===== src/rtl/pe_addr_sequencer.sv =====
// Purpose : NUM_CH independent PE-group address pointers with runtime limit/stride, wrap pulses and pass counters.
// Latency : en -> addr/wrap/pass_cnt one cycle; cfg_load takes effect on the next edge.
// Backpres: none by default. With PE_SEQ_GUARD_EN, fill/drain requests that would over/underflow are dropped and flag err.
module pe_addr_sequencer #(
    parameter int NUM_CH = 4,
    parameter int ADDR_W = 3,
    parameter int PASS_W = 8
) (
    input  logic                       clk,
    input  logic                       rst,
    input  logic                       cfg_load,
    input  logic [NUM_CH*ADDR_W-1:0]   cfg_limit,
    input  logic [NUM_CH*ADDR_W-1:0]   cfg_stride,
    input  logic [NUM_CH-1:0]          en,
    output logic [NUM_CH*ADDR_W-1:0]   addr,
    output logic [NUM_CH-1:0]          wrap,
    output logic [NUM_CH*PASS_W-1:0]   pass_cnt,
    output logic                       err
);

    localparam int AW1 = ADDR_W + 1;

    logic [ADDR_W-1:0] lim_q    [NUM_CH];
    logic [ADDR_W-1:0] str_q    [NUM_CH];
    logic [ADDR_W:0]   sum_x    [NUM_CH];
    logic [ADDR_W-1:0] adv_addr [NUM_CH];
    logic [NUM_CH-1:0] roll;
    logic [NUM_CH-1:0] cfg_ok;
    logic [NUM_CH-1:0] adv;
    logic              guard_err;

    // Candidate next pointer per channel, computed one bit wider so the limit compare cannot alias.
    always_comb begin
        for (int k = 0; k < NUM_CH; k++) begin
            sum_x[k]    = {1'b0, addr[k*ADDR_W +: ADDR_W]} + {1'b0, str_q[k]};
            roll[k]     = sum_x[k] > {1'b0, lim_q[k]};
            adv_addr[k] = roll[k] ? ADDR_W'(sum_x[k] - {1'b0, lim_q[k]} - AW1'(1))
                                  : sum_x[k][ADDR_W-1:0];
            cfg_ok[k]   = (cfg_stride[k*ADDR_W +: ADDR_W] != '0) &&
                          ({1'b0, cfg_stride[k*ADDR_W +: ADDR_W]} <=
                           {1'b0, cfg_limit[k*ADDR_W +: ADDR_W]} + AW1'(1));
        end
    end

`ifdef PE_SEQ_GUARD_EN
    localparam int FILL  = NUM_CH - 2;
    localparam int DRAIN = NUM_CH - 1;

    logic [ADDR_W:0] occ;

    // Drop a drain on an empty buffer or a fill on a full one; each drop raises err.
    always_comb begin
        adv       = en;
        guard_err = 1'b0;
        if (en[DRAIN] && (occ == '0)) begin
            adv[DRAIN] = 1'b0;
            guard_err  = 1'b1;
        end
        if (en[FILL] && (occ == ({1'b0, lim_q[FILL]} + AW1'(1)))) begin
            adv[FILL] = 1'b0;
            guard_err = 1'b1;
        end
    end

    // Occupancy follows accepted fills minus accepted drains.
    always_ff @(posedge clk) begin
        if (!rst || cfg_load) begin
            occ <= '0;
        end else begin
            case ({adv[FILL], adv[DRAIN]})
                2'b10:   occ <= occ + AW1'(1);
                2'b01:   occ <= occ - AW1'(1);
                default: occ <= occ;
            endcase
        end
    end
`else
    assign adv       = en;
    assign guard_err = 1'b0;
`endif

    // Pointer, wrap, pass counter, config and error state; reset beats cfg_load beats en.
    always_ff @(posedge clk) begin
        if (!rst) begin
            addr     <= '0;
            wrap     <= '0;
            pass_cnt <= '0;
            err      <= 1'b0;
            for (int k = 0; k < NUM_CH; k++) begin
                lim_q[k] <= '1;
                str_q[k] <= ADDR_W'(1);
            end
        end else if (cfg_load) begin
            addr     <= '0;
            wrap     <= '0;
            pass_cnt <= '0;
            err      <= ~&cfg_ok;
            for (int k = 0; k < NUM_CH; k++) begin
                if (cfg_ok[k]) begin
                    lim_q[k] <= cfg_limit[k*ADDR_W +: ADDR_W];
                    str_q[k] <= cfg_stride[k*ADDR_W +: ADDR_W];
                end
            end
        end else begin
            if (guard_err) begin
                err <= 1'b1;
            end
            for (int k = 0; k < NUM_CH; k++) begin
                if (adv[k]) begin
                    addr[k*ADDR_W +: ADDR_W] <= adv_addr[k];
                    wrap[k]                  <= roll[k];
                    if (roll[k] && (pass_cnt[k*PASS_W +: PASS_W] != '1)) begin
                        pass_cnt[k*PASS_W +: PASS_W] <= pass_cnt[k*PASS_W +: PASS_W] + PASS_W'(1);
                    end
                end else begin
                    wrap[k] <= 1'b0;
                end
            end
        end
    end

endmodule


===== config.mk =====
export PLATFORM = sky130hd
export DESIGN_NAME = pe_addr_sequencer
export DESIGN_NICKNAME = d
export VERILOG_FILES = /design/src/rtl/pe_addr_sequencer.sv
export SDC_FILE = /design/constraint.sdc
export NUM_CORES = 1
export LEC_CHECK = 0
export CAP_MARGIN = 5
export CELL_PAD_IN_SITES_DETAIL_PLACEMENT = 1
export CELL_PAD_IN_SITES_GLOBAL_PLACEMENT = 1
export CORE_MARGIN = 2
export CORE_UTILIZATION = 40
export DETAILED_ROUTE_END_ITERATION = 12
export PLACE_DENSITY_LB_ADDON = 0.25
export SETUP_SLACK_MARGIN = 0.3
export SLEW_MARGIN = 30
export SYNTH_ARGS = -nofsm -noshare
export SYNTH_HDL_FRONTEND = slang
export SYNTH_SLANG_ARGS = --single-unit

===== constraint.sdc =====
create_clock -name clk -period 3.25 [get_ports clk]
set_input_delay 0.325 -clock clk [delete_from_list [all_inputs] [get_ports clk]]
set_output_delay 0.325 -clock clk [all_outputs]
set_load 0.01 [all_outputs]

==> results.md <==
* First-pass GRT wire length at 19,200 µm
* Share of cells above drive strength 1 at 7.33%
* Critical Path Max Stage Delay at 0.39 ns
* Slowest-stage cell, CP: mux2_2
* Detailed Routing Iterations Pass 1 at 4
* Vias at 4,046
* ANT nets after route at 0
* Slew headroom at 56.2%
* FP Rows at 38
* Max Freq at 351 MHz
* DIE HEIGHT at 110 µm
* Clk sink count at 73
* Fin util at 52.5%
* Top FF cell, synth: dfxtp_1
* Worst endpoint required time at 3.53 ns
* Syn_nets at 582
* CTS Buffer Depth at 2
* Hold Crit Class: reg2reg
* Hold Violations, Final at 0
* Total gr overflow at 0
* Drt wl/cell at 15.8 µm
* Synth top area cells: dfxtp_1 (22%), edfxtp_1 (16%), ha_1 (13%), a21oi_1 (3.9%), o21ai_0 (3.9%)
* Yosys top cell area share at 21.8%
* RSZ-0062 raised after global routing: yes
* H-tree depth at 3
* Period utilization at 87.6%
* FF/Latch Area at 1700 µm²
* IO Count at 80
* Clock Tree Root: clkbuf_8
* Sequential share of the synthesized area at 37.9%
* Max Transition Viols Final at 0
* Clock-pin slew on the worst setup and hold paths at 0.08 ns
* Setup crit start kind: flop
* Cts bufs inserted at 9
* GRT Overall Usage at 20.1%
* Crit-path most repeated cell: a21oi_1
* Area Growth Syn to Fin at 27.3%
* Outcome: finished clean
* Synth Register Bits at 73
* Final setup fails at 0
* Avg Vias per Cell at 5.57
* Initial core utilization at 41.3%
* Antenna violations before repair at 0
* Initial DRC Count at 133
* Worst skew pair latency at 0.35 ns
* Most frequent cells in the layout: clkdlybuf4s50_1 (79), dfxtp_1 (49), ha_1 (48)
* Core box area at 10,900 µm²
* Period minus WS final at 2.85 ns
* Most common cell after layout, fill and taps aside: clkdlybuf4s50_1
* Mapped Area at 4490 µm²
* Remaining DRCs at 0
* CP Data Arrival Time at 3.13 ns
* Die area at 12,100 µm²
* Area of the multi-input gates at 2570 µm²
* Largest net degree at the start of global routing at 26
* N_diodes at 0
* Setup Crit Path Kind: reg2reg
* Crit-path max FO at 4
* TritonCTS clock tree: yes
* P_leak at 2.35 nW
* GPL Wtd Cong at 0.832
* Post-synth EDFFs at 24
* Worst slew pin tran at 0.653 ns
* Filler cell count at 1,299
* Fin nets at 669
* Top cell type by total area after synthesis: dfxtp_1
* Drt total wl at 11,500 µm
* Die X at 110 µm
* Post-synthesis average cell area at 9.08 µm²
* Ys async rst share at 0%
* Max-Cap Viols at 0
* CP endpoint kind: flop
* Port Buffers at 79
* Fin Setup TNS at 0 ns
* Cell Chain, Critical Path: ha_1 > fa_1 > xor2_1 > ha_1 > a21oi_1 > o21ai_2 > a21oi_1 > mux2_2 > a21oi_1
* Cells after Synth at 495
* Final HPWL DP at 8660 µm
* Yosys cell types at 51
* Peak supply drop at 0.000277 V
* Skew final at 0.00822 ns
* PD cells at 509 nW/µm²
* Hold Buf Count CTS at 0
* Vias in the first global route at 4,072
* Synth Warn # at 0
==> worst paths after layout <==
check | slack, ns | cells past startpoint | to | start
max reg2reg | 0.40 | 9 | addr[1]$_SDFFE_PP0P_ | str_q[0][0]$_SDFFCE_PN1P_
max | 0.40 | 9 | addr[1]$_SDFFE_PP0P_ | str_q[0][0]$_SDFFCE_PN1P_
min | 0.52 | 2 | pass_cnt[0]$_SDFFE_PP0P_ | pass_cnt[0]$_SDFFE_PP0P_
min reg2reg | 0.52 | 2 | pass_cnt[0]$_SDFFE_PP0P_ | pass_cnt[0]$_SDFFE_PP0P_
==> per-stage QoR <==
step | hold WS (ns) | cell area [µm²] | setup WS [ns] | cells | total power, mW
global route | 0.557 | 5720 | 0.260 | 727 | 3.11
global placement | 0.502 | 5450 | 0.559 | 708 | 2.00
detailed placement | 0.509 | 5450 | 0.425 | 708 | 2.07
floorplan | 0.461 | 4490 | 0.748 | 495 | 1.74
CTS | 0.524 | 5690 | 0.378 | 724 | 2.90
finish | 0.519 | 5720 | 0.403 | 727 | 2.91
==> logic make-up after synthesis <==
logic type / count (synthesis) / synth area share, %
compound gates: 117 / 15.8
xor+xnor: 12 / 2.34
fa+ha+maj: 56 / 16.9
buf+inv: 59 / 5.21
flops: 73 / 37.9
mux: 3 / 0.696
simple gates: 175 / 21.2
==> layer usage <==
| metal | vias to the layer above | part of all wire, % | GRT usage (%) |
|---|---|---|---|
| met5 | - | 0 | 0 |
| met4 | 0 | 1.2 | 5.88 |
| met3 | 11 | 3.6 | 3.53 |
| met1 | 1974 | 46 | 25.5 |
| met2 | 76 | 49 | 35.0 |
| li1 | 1985 | - | - |
==> power by group <==
group / internal [mW] / switching [mW] / leakage (nW)
logic: 0.438 / 0.590 / 1.59
clock network: 0.465 / 0.345 / 0.122
registers: 1.02 / 0.0551 / 0.632
total: 1.92 / 0.990 / 2.35
==> Yosys cell counts (8+ instances only) <==
cell and instances:
a21oi_1 35, a31oi_1 9, and2_1 9, and3_1 13, dfxtp_1 49, edfxtp_1 24
fa_1 8, ha_1 48, inv_1 46, nand2_1 43, nand3_1 34, nor2_1 12
o21ai_0 35, or3_1 22, or4_1 8, xnor2_1 8
==> repair_timing <==
item	CTS	global route
resized for setup	0	3
setup endpoints to repair	0	10
setup buffers	0	3
==> sequential cells by signal, summed over array words and instances (netlist names) <==
signal	cells
addr	12
err	1
lim_q	12
pass_cnt	32
str_q	12
wrap	4
==> area by class of cell <==
class                           instances  share of cell area (%)
Tap cell                              140                    3.06
Sequential cell                        73                    29.7
Timing Repair Buffer                   89                    15.1
Clock inverter                          4                   0.787
Inverter                               46                    3.02
Clock buffer                           12                    3.28
Multi-Input combinational cell        363                    45.0
==> critical path: cells and delay by family, from the launching register on <==
family	cells	cell delay (ns)
adders and majority gates	3	0.95
AOI/OAI and AO/OA	4	0.81
muxes	1	0.39
DFF	1	0.38
xor gates and xnor gates	1	0.24
No activity file was read; power rests on OpenSTA's default activity.
